<file path="config.mk">
export PLATFORM = sky130hd
export DESIGN_NAME = fpu_sigs_exec_sched_flat
export DESIGN_NICKNAME = d
export VERILOG_FILES = /design/src/rtl/fpu_sigs_exec_sched_if.sv /design/src/rtl/fpu_sigs_exec_sched.sv /design/src/flat_wrapper.sv
export SDC_FILE = /design/constraint.sdc
export NUM_CORES = 1
export LEC_CHECK = 0
export ABC_AREA = 1
export BUFFER_PORTS_ARGS = -buffer_cell sky130_fd_sc_hd__buf_2
export CAP_MARGIN = 10
export CORE_ASPECT_RATIO = 1.75
export CORE_MARGIN = 2
export CORE_UTILIZATION = 40
export DETAILED_ROUTE_END_ITERATION = 10
export SYNTH_ARGS = -nofsm -noshare
export SYNTH_HDL_FRONTEND = slang
export SYNTH_SLANG_ARGS = --single-unit
</file>
<file path="constraint.sdc">
create_clock -name clock -period 7.9 [get_ports clock]
set_clock_uncertainty 0.1 [all_clocks]
set_input_delay 0 -clock clock [delete_from_list [all_inputs] [get_ports clock]]
set_output_delay 0 -clock clock [all_outputs]
set_load 0.03 [all_outputs]
</file>
<file path="src/rtl/fpu_sigs_exec_sched_if.sv">
// Issue-slot / writeback bundle between the FP issue slot and the FPU execution scheduler.
// The master side drives requests and flush; the slave side is the scheduler.
interface fpu_sigs_exec_sched_if #(
  parameter int TAG_W = 7
);
  logic             io_flush;
  logic             io_req_valid;
  logic             io_req_ready;
  logic [TAG_W-1:0] io_req_tag;
  logic             io_req_fma;
  logic             io_req_toint;
  logic             io_req_fastpipe;
  logic             io_req_fromint;
  logic             io_req_wflags;
  logic [1:0]       io_req_typeTagOut;
  logic             io_fma_fire;
  logic             io_fast_fire;
  logic             io_int_fire;
  logic             io_illegal;
  logic             io_fp_wb_valid;
  logic [TAG_W-1:0] io_fp_wb_tag;
  logic [1:0]       io_fp_wb_typeTag;
  logic             io_fp_wb_wflags;
  logic             io_int_wb_valid;
  logic [TAG_W-1:0] io_int_wb_tag;
  logic             io_int_wb_wflags;
  logic [3:0]       io_inflight;

  modport master (
    output io_flush, io_req_valid, io_req_tag, io_req_fma, io_req_toint,
           io_req_fastpipe, io_req_fromint, io_req_wflags, io_req_typeTagOut,
    input  io_req_ready, io_fma_fire, io_fast_fire, io_int_fire, io_illegal,
           io_fp_wb_valid, io_fp_wb_tag, io_fp_wb_typeTag, io_fp_wb_wflags,
           io_int_wb_valid, io_int_wb_tag, io_int_wb_wflags, io_inflight
  );

  modport slave (
    input  io_flush, io_req_valid, io_req_tag, io_req_fma, io_req_toint,
           io_req_fastpipe, io_req_fromint, io_req_wflags, io_req_typeTagOut,
    output io_req_ready, io_fma_fire, io_fast_fire, io_int_fire, io_illegal,
           io_fp_wb_valid, io_fp_wb_tag, io_fp_wb_typeTag, io_fp_wb_wflags,
           io_int_wb_valid, io_int_wb_tag, io_int_wb_wflags, io_inflight
  );
endinterface

</file>
<file path="src/rtl/fpu_sigs_exec_sched.sv">
// FPU execution scheduler: steers decoded uops to FMA / fast / toint pipes, tracks their fixed
// latencies as valid+payload shift chains and drives the shared FP and the integer writeback ports.
module fpu_sigs_exec_sched #(
  parameter int TAG_W    = 7,
  parameter int FAST_LAT = 2,
  parameter int FMA_LAT  = 4,
  parameter int INT_LAT  = 2
) (
  input  logic clock,
  input  logic reset,
  fpu_sigs_exec_sched_if.slave io
);

  localparam logic [1:0] SEL_NONE = 2'd0;
  localparam logic [1:0] SEL_FMA  = 2'd1;
  localparam logic [1:0] SEL_INT  = 2'd2;
  localparam logic [1:0] SEL_FAST = 2'd3;

  // An FMA sitting in this stage writes back exactly when a FAST uop issued now would.
  localparam int COLL_STAGE = FMA_LAT - FAST_LAT;
  localparam int FP_PW      = TAG_W + 3;
  localparam int INT_PW     = TAG_W + 1;

  logic [1:0]        sel;
  logic              ready;
  logic              fire;
  logic              fma_fire;
  logic              fast_fire;
  logic              int_fire;
  logic [FP_PW-1:0]  fp_req_p;
  logic [INT_PW-1:0] int_req_p;

  logic [FMA_LAT:1]  fma_v_q,  fma_v_d;
  logic [FAST_LAT:1] fast_v_q, fast_v_d;
  logic [INT_LAT:1]  int_v_q,  int_v_d;
  logic [FP_PW-1:0]  fma_p_q  [FMA_LAT:1];
  logic [FP_PW-1:0]  fast_p_q [FAST_LAT:1];
  logic [INT_PW-1:0] int_p_q  [INT_LAT:1];
  logic [3:0]        inflight_q, inflight_d;
  logic [FP_PW-1:0]  fp_wb_p;

  always_comb begin
    sel = SEL_NONE;
    if (io.io_req_fma)                              sel = SEL_FMA;
    else if (io.io_req_toint)                       sel = SEL_INT;
    else if (io.io_req_fastpipe || io.io_req_fromint) sel = SEL_FAST;
  end

  assign ready     = !reset && !io.io_flush && !(sel == SEL_FAST && fma_v_q[COLL_STAGE]);
  assign fire      = io.io_req_valid && ready;
  assign fma_fire  = fire && (sel == SEL_FMA);
  assign fast_fire = fire && (sel == SEL_FAST);
  assign int_fire  = fire && (sel == SEL_INT);
  assign fp_req_p  = {io.io_req_tag, io.io_req_typeTagOut, io.io_req_wflags};
  assign int_req_p = {io.io_req_tag, io.io_req_wflags};

  // Next-state valid chains; flush kills every stage at the edge ending the flush cycle.
  generate
    for (genvar gi = 1; gi <= FMA_LAT; gi++) begin : g_fma_v
      if (gi == 1) begin : g_head
        assign fma_v_d[gi] = fma_fire && !io.io_flush;
      end else begin : g_body
        assign fma_v_d[gi] = fma_v_q[gi-1] && !io.io_flush;
      end
    end
    for (genvar gi = 1; gi <= FAST_LAT; gi++) begin : g_fast_v
      if (gi == 1) begin : g_head
        assign fast_v_d[gi] = fast_fire && !io.io_flush;
      end else begin : g_body
        assign fast_v_d[gi] = fast_v_q[gi-1] && !io.io_flush;
      end
    end
    for (genvar gi = 1; gi <= INT_LAT; gi++) begin : g_int_v
      if (gi == 1) begin : g_head
        assign int_v_d[gi] = int_fire && !io.io_flush;
      end else begin : g_body
        assign int_v_d[gi] = int_v_q[gi-1] && !io.io_flush;
      end
    end
  endgenerate

  assign inflight_d = 4'($countones({fma_v_d, fast_v_d, int_v_d}));

  always_ff @(posedge clock) begin
    if (reset) begin
      fma_v_q    <= '0;
      fast_v_q   <= '0;
      int_v_q    <= '0;
      inflight_q <= '0;
      for (int k = 1; k <= FMA_LAT; k++)  fma_p_q[k]  <= '0;
      for (int k = 1; k <= FAST_LAT; k++) fast_p_q[k] <= '0;
      for (int k = 1; k <= INT_LAT; k++)  int_p_q[k]  <= '0;
    end else begin
      fma_v_q    <= fma_v_d;
      fast_v_q   <= fast_v_d;
      int_v_q    <= int_v_d;
      inflight_q <= inflight_d;
      // Payloads only move with a valid token so idle stages keep their last contents.
      if (fma_fire)  fma_p_q[1]  <= fp_req_p;
      if (fast_fire) fast_p_q[1] <= fp_req_p;
      if (int_fire)  int_p_q[1]  <= int_req_p;
      for (int k = 2; k <= FMA_LAT; k++)  if (fma_v_q[k-1])  fma_p_q[k]  <= fma_p_q[k-1];
      for (int k = 2; k <= FAST_LAT; k++) if (fast_v_q[k-1]) fast_p_q[k] <= fast_p_q[k-1];
      for (int k = 2; k <= INT_LAT; k++)  if (int_v_q[k-1])  int_p_q[k]  <= int_p_q[k-1];
    end
  end

  assign fp_wb_p = fma_v_q[FMA_LAT] ? fma_p_q[FMA_LAT] : fast_p_q[FAST_LAT];

  assign io.io_req_ready     = ready;
  assign io.io_fma_fire      = fma_fire;
  assign io.io_fast_fire     = fast_fire;
  assign io.io_int_fire      = int_fire;
  assign io.io_illegal       = fire && (sel == SEL_NONE);
  assign io.io_fp_wb_valid   = fma_v_q[FMA_LAT] || fast_v_q[FAST_LAT];
  assign io.io_fp_wb_tag     = fp_wb_p[FP_PW-1:3];
  assign io.io_fp_wb_typeTag = fp_wb_p[2:1];
  assign io.io_fp_wb_wflags  = fp_wb_p[0];
  assign io.io_int_wb_valid  = int_v_q[INT_LAT];
  assign io.io_int_wb_tag    = int_p_q[INT_LAT][INT_PW-1:1];
  assign io.io_int_wb_wflags = int_p_q[INT_LAT][0];
  assign io.io_inflight      = inflight_q;

endmodule

</file>
<file path="src/flat_wrapper.sv">
// flat-port wrapper written by rule: the top's interface ports become plain ports
module fpu_sigs_exec_sched_flat 
#(
  parameter int TAG_W    = 7,
  parameter int FAST_LAT = 2,
  parameter int FMA_LAT  = 4,
  parameter int INT_LAT  = 2
)
  (clock, reset, io_io_flush, io_io_req_valid, io_io_req_tag, io_io_req_fma, io_io_req_toint, io_io_req_fastpipe, io_io_req_fromint, io_io_req_wflags, io_io_req_typeTagOut, io_io_req_ready, io_io_fma_fire, io_io_fast_fire, io_io_int_fire, io_io_illegal, io_io_fp_wb_valid, io_io_fp_wb_tag, io_io_fp_wb_typeTag, io_io_fp_wb_wflags, io_io_int_wb_valid, io_io_int_wb_tag, io_io_int_wb_wflags, io_io_inflight);
  fpu_sigs_exec_sched_if #(.TAG_W(TAG_W)) io_i ();
  input  logic clock;
  input  logic reset;
  input wire logic [$bits(io_i.io_flush)-1:0] io_io_flush;
  input wire logic [$bits(io_i.io_req_valid)-1:0] io_io_req_valid;
  input wire logic [$bits(io_i.io_req_tag)-1:0] io_io_req_tag;
  input wire logic [$bits(io_i.io_req_fma)-1:0] io_io_req_fma;
  input wire logic [$bits(io_i.io_req_toint)-1:0] io_io_req_toint;
  input wire logic [$bits(io_i.io_req_fastpipe)-1:0] io_io_req_fastpipe;
  input wire logic [$bits(io_i.io_req_fromint)-1:0] io_io_req_fromint;
  input wire logic [$bits(io_i.io_req_wflags)-1:0] io_io_req_wflags;
  input wire logic [$bits(io_i.io_req_typeTagOut)-1:0] io_io_req_typeTagOut;
  output wire logic [$bits(io_i.io_req_ready)-1:0] io_io_req_ready;
  output wire logic [$bits(io_i.io_fma_fire)-1:0] io_io_fma_fire;
  output wire logic [$bits(io_i.io_fast_fire)-1:0] io_io_fast_fire;
  output wire logic [$bits(io_i.io_int_fire)-1:0] io_io_int_fire;
  output wire logic [$bits(io_i.io_illegal)-1:0] io_io_illegal;
  output wire logic [$bits(io_i.io_fp_wb_valid)-1:0] io_io_fp_wb_valid;
  output wire logic [$bits(io_i.io_fp_wb_tag)-1:0] io_io_fp_wb_tag;
  output wire logic [$bits(io_i.io_fp_wb_typeTag)-1:0] io_io_fp_wb_typeTag;
  output wire logic [$bits(io_i.io_fp_wb_wflags)-1:0] io_io_fp_wb_wflags;
  output wire logic [$bits(io_i.io_int_wb_valid)-1:0] io_io_int_wb_valid;
  output wire logic [$bits(io_i.io_int_wb_tag)-1:0] io_io_int_wb_tag;
  output wire logic [$bits(io_i.io_int_wb_wflags)-1:0] io_io_int_wb_wflags;
  output wire logic [$bits(io_i.io_inflight)-1:0] io_io_inflight;
  assign io_i.io_flush = io_io_flush;
  assign io_i.io_req_valid = io_io_req_valid;
  assign io_i.io_req_tag = io_io_req_tag;
  assign io_i.io_req_fma = io_io_req_fma;
  assign io_i.io_req_toint = io_io_req_toint;
  assign io_i.io_req_fastpipe = io_io_req_fastpipe;
  assign io_i.io_req_fromint = io_io_req_fromint;
  assign io_i.io_req_wflags = io_io_req_wflags;
  assign io_i.io_req_typeTagOut = io_io_req_typeTagOut;
  assign io_io_req_ready = io_i.io_req_ready;
  assign io_io_fma_fire = io_i.io_fma_fire;
  assign io_io_fast_fire = io_i.io_fast_fire;
  assign io_io_int_fire = io_i.io_int_fire;
  assign io_io_illegal = io_i.io_illegal;
  assign io_io_fp_wb_valid = io_i.io_fp_wb_valid;
  assign io_io_fp_wb_tag = io_i.io_fp_wb_tag;
  assign io_io_fp_wb_typeTag = io_i.io_fp_wb_typeTag;
  assign io_io_fp_wb_wflags = io_i.io_fp_wb_wflags;
  assign io_io_int_wb_valid = io_i.io_int_wb_valid;
  assign io_io_int_wb_tag = io_i.io_int_wb_tag;
  assign io_io_int_wb_wflags = io_i.io_int_wb_wflags;
  assign io_io_inflight = io_i.io_inflight;
  fpu_sigs_exec_sched #(.TAG_W(TAG_W), .FAST_LAT(FAST_LAT), .FMA_LAT(FMA_LAT), .INT_LAT(INT_LAT)) u_core (.clock(clock), .reset(reset), .io(io_i));
endmodule
</file>
Yosys cells after proc, flatten, opt, wreduce, memory -nomap -nowiden --
Memory sizes are Yosys's and may differ from the RTL's. Index checks and enable logic that the tools add are counted.
Storage, ports and cells: register bits 12, bits in writable memories 76, input port bits 18, logic and storage cells 85, memories 3
Operators by class: add/subtract/negate cells 7, equality and inequality tests 3, muxes and demuxes 38, bitwise logic cells 8, reductions and logical operators 22
Memory list:
- u_core.fma_p_q | words 4, width 10, rd ports 4, clocked after memory_dff 0, write ports 4, line fpu_sigs_exec_sched.sv:36 | logic [FP_PW-1:0] fma_p_q [FMA_LAT:1];
- u_core.fast_p_q | words 2, width 10, rd ports 2, clocked after memory_dff 0, write ports 2, line fpu_sigs_exec_sched.sv:37 | logic [FP_PW-1:0] fast_p_q [FAST_LAT:1];
- u_core.int_p_q | words 2, width 8, rd ports 2, clocked after memory_dff 0, write ports 2, line fpu_sigs_exec_sched.sv:38 | logic [INT_PW-1:0] int_p_q [INT_LAT:1];
Operators with widths (count):
- $mux 10 | 7
- $mux 1 | 26
- $logic_and 1x1->1 | 16
- $mux 8 | 2
- $add 4x4->4 | 3
- $add 1x1->2 | 4
- $or 1x1->1 | 8
- $mux 2 | 3
- $eq 2x2->1 const B | 2
- $logic_not 1->1 | 3
- $eq 2x1->1 const B | 1
- $logic_not 2->1 | 1
- $logic_or 1x1->1 | 2

Logic depth before layout (Yosys ltp) --
word-level depth 14, mapped depth 15, mapped depth without buffers 14

Worst setup path before layout --
OpenSTA, ideal clock, no wires.
path kind register to register, start reg u_core.fma_v_q[2] in the netlist's numbering, end reg u_core.inflight_q[2] (netlist: u_core.io.io_inflight[2]), arrival 2734 ps, data required time 7736 ps, path slack 5003 ps, stages on the path, launching flop included 14, clock period less this slack 2897 ps, path through dfxtp_1 > nand3_1 > nand4_2 > buf_6 > inv_1 > ha_1 > inv_1 > fa_1 > inv_1 > fa_1 > ha_1 > fa_1 > inv_1 > nor2_1
Between the ends: word-level cells in the longest chain between the ends 9, elaborated cells on any way between the ends 18
Ends and longest elaborated chain:
- start, declared | line fpu_sigs_exec_sched.sv:33 | logic [FMA_LAT:1] fma_v_q, fma_v_d;
- start signal, assigned | line fpu_sigs_exec_sched.sv:94 | fma_v_q <= fma_v_d;
- $logic_and 1x1->1 | line fpu_sigs_exec_sched.sv:49 | assign ready = !reset && !io.io_flush && !(sel == SEL_FAST && fma_v_q[COLL_STAGE]);
- $logic_not 1->1 | line fpu_sigs_exec_sched.sv:49
- $logic_and 1x1->1 | line fpu_sigs_exec_sched.sv:49
- $logic_and 1x1->1 | line fpu_sigs_exec_sched.sv:50 | assign fire = io.io_req_valid && ready;
- $logic_and 1x1->1 | line fpu_sigs_exec_sched.sv:51 | assign fma_fire = fire && (sel == SEL_FMA);
- $logic_and 1x1->1 | line fpu_sigs_exec_sched.sv:61 | assign fma_v_d[gi] = fma_fire && !io.io_flush;
- net u_core.fma_v_d (one bit) | line fpu_sigs_exec_sched.sv:33
- $add 1x1->2 (implied by the code) | line fpu_sigs_exec_sched.sv:82 | assign inflight_d = 4'($countones({fma_v_d, fast_v_d, int_v_d}));
- $add 4x4->4 (implied by the code) (2 in series) | line fpu_sigs_exec_sched.sv:82
- net u_core.inflight_d[2] | line fpu_sigs_exec_sched.sv:39 | logic [3:0] inflight_q, inflight_d;
- end signal, assigned | line fpu_sigs_exec_sched.sv:97 | inflight_q <= inflight_d;
- end, declared | line fpu_sigs_exec_sched.sv:39
The timed path passes the listed nets, and every way through them passes these cells. A chain may end at the register's enable or synchronous reset.

Worst setup path after layout --
start in io_io_flush, end reg u_core.inflight_q[2] (netlist: u_core.io.io_inflight[2])
Between the ends: word-level cells in the longest chain between the ends 9, elaborated cells on any way between the ends 22
Ends and longest elaborated chain:
- start, declared | line flat_wrapper.sv:13 | input wire logic [$bits(io_i.io_flush)-1:0] io_io_flush;
- $logic_not 1->1 (*) | line fpu_sigs_exec_sched.sv:49, fpu_sigs_exec_sched.sv:61
- $logic_and 1x1->1 (2 in series) | line fpu_sigs_exec_sched.sv:49
- $logic_and 1x1->1 | line fpu_sigs_exec_sched.sv:50
- $logic_and 1x1->1 | line fpu_sigs_exec_sched.sv:51
- $logic_and 1x1->1 (*) | line fpu_sigs_exec_sched.sv:61
- net u_core.fma_v_d (one bit) | line fpu_sigs_exec_sched.sv:33
- $add 1x1->2 (implied by the code) (*) | line fpu_sigs_exec_sched.sv:82
- $add 4x4->4 (implied by the code) (*) (2 in series) | line fpu_sigs_exec_sched.sv:82
- net u_core.inflight_d[2] | line fpu_sigs_exec_sched.sv:39
The timed path passes the listed nets; every way through them passes the cells marked *.

==> metrics <==
outcome completed; CTS resizes 0; global-route wire length before repair 9830 µm; Final Cycle Share 42.1%; hold path cells 3; startpoint types input pin; Finished Cell Area 4350 µm²; most frequent cells in the layout nor2_1 (93), inv_1 (87), edfxtp_1 (76); max cap viols 0; Arr. time, crit path 3500 ps; Seq cells post-synth 88; Routed WL 6110 µm; worst hold path class input pin to flip-flop; Setup crit end kind flip-flop; num rows 46; drt first pass iters 6; mean post-synth cell area 10.7 µm²; DP Area 3980 µm²; die width 76.4 µm; crit-path cells dlygate4sd3_1 -> buf_2 -> nor2_2 -> nand4_2 -> inv_1 -> ha_1 -> inv_1 -> fa_1 -> inv_1 -> fa_1 -> ha_1 -> fa_1 -> inv_1 -> nor2_1; clock period minus worst slack 3330 ps; # nets final 431; Met3 Wirelength 265 µm; Wirelength per Cell 11.6 µm; final hold vios 0; Hold WS 56.5 ps; top sig layer met4; Netlist cell types 18; Syn Inst Count 344; Routed Antenna Nets 0; Die Y 131 µm; Post-Place Setup Slack 4770 ps; cell area after synthesis 3670 µm²; clock root buffer clkbuf_16; fin util 48.5%; Area growth syn-to-layout 18.6%; CTS tree done; Power Density 218 nW/µm²; Setup-failing EPs final 0; vias 2,201; synthesized net count 372; Max Freq 300 MHz; filler cell count 858; DR iter-0 viols 135; TNS Setup 0 ps; die area 9990 µm²; Worst-path clk slew 60 ps; ANT cells 0; Slowest cell on crit path dlygate4sd3_1; area of the multi-input gates 746 µm²; Setup WS post-layout 4570 ps; vias per inst 4.18; Worst EP required 8070 ps; Max Transition Viols Final 0; LEAKAGE 2.10 nW; Worst-Margin Slew 485 ps; share of cells above drive strength 1 16.0%; Met1 Wirelength 2270 µm; max_slew headroom 67.6%; clk buf depth 2; pin count of the biggest net entering global routing 15; met2 WL 3380 µm; All-Layer GR Usage 13.2%; grt total ovfl 0; core box area 8980 µm²; sequential-to-total area share from yosys stat 68.7%; Clk Latency, worst-skew pair 330 ps; non-filler instance count after layout 527; Synth Warn # 0; commonest non-fill, non-tap cell in the layout nor2_1; Num CTS Buffers 9; worst r2r path cells 12; routability congestion estimate 0.836; Setup CP Type input pin to flip-flop; io pins 47; RSZ-0062 raised after global routing no; CTS sink cnt 88; placed cell count 500; initial core utilization 40.9%; DRC viols 0; total power 0.948 mW; Worst VDD drop 0.113 mV; Detail Placement HPWL 4670 µm; number of H-tree levels 3; CP max FO 14; slowest cell delay on critical path 530 ps; FF+latch area 2520 µm²; most frequent CP cell inv_1; initial antenna violation count 0; port bufs 46; vias in the first global route 2,158
cell usage after synthesis, drive strengths merged:
cell / count / share of area [%]
nor2: 96 / 10
inv: 87 / 8.9
edfxtp: 76 / 62
nand2: 46 / 4.8
dfxtp: 12 / 6.5
buf: 8 / 1.7
ha: 6 / 2.0
fa: 4 / 2.2
nand4: 3 / 0.85
clkbuf: 2 / 0.20
nand3: 2 / 0.27
clkinv: 1 / 0.10
or2: 1 / 0.17
timing repair:
action / 4_1_cts / 5_1_grt
hold buffers: 12 / 0
endpoints found under the hold margin: 34 / 0
setup buffers: 0 / 0
endpoints found under the setup margin: 0 / 0
kinds of logic after synthesis:
kind of cell | share of synthesized area (%)
simple gates | 16.1
fa+ha+maj | 4.23
buf+inv | 10.9
flops | 68.7
state kept, by name (all words and copies together), names as in the netlist:
| signal | count |
|---|---|
| u_core.int_v_q | 2 |
| u_core.fast_v_q | 2 |
| u_core.fast_p_q | 20 |
| u_core.io.io_inflight | 4 |
| u_core.fma_v_q | 4 |
| u_core.fma_p_q | 40 |
| u_core.int_p_q | 16 |
routing by layer:
layer,track usage (%),up-vias
li1,-,1151
met1,12.5,984
met2,25.2,52
met3,3.64,14
met4,7.70,0
met5,0,-
critical path: cells and delay by family:
kind	cells	cell delay [ps]
adders and majority gates	5	1840
buffers and inverters	6	1020
and+or+nand+nor	3	640
path summary, 6_finish.rpt:
check | startpoint | endpoint | slack [ps]
max | io_io_flush | u_core.io.io_inflight[2] | 4570
min | io_io_req_fma | u_core.fma_v_q[1] | 60
max reg2reg | u_core.fma_v_q[2] | u_core.io.io_inflight[2] | 4770
min reg2reg | u_core.fma_p_q[0][21] | u_core.fma_p_q[0][31] | 440
layout make-up:
class	count	share of cell area, %
Clock buffer	10	5.26
Clock inverter	5	0.575
Inverter	88	7.59
Multi-Input combinational cell	158	17.1
Sequential cell	88	57.9
Tap cell	120	3.45
Timing Repair Buffer	58	8.05
power breakdown:
part / switching [mW] / total (mW) / leakage [nW] / internal (mW)
clock: 0.158 / 0.366 / 0.123 / 0.208
sequential: 0.00497 / 0.528 / 0.874 / 0.523
combinational: 0.0376 / 0.0536 / 1.10 / 0.0159
Note: power is estimated with default switching activity, not from simulation.
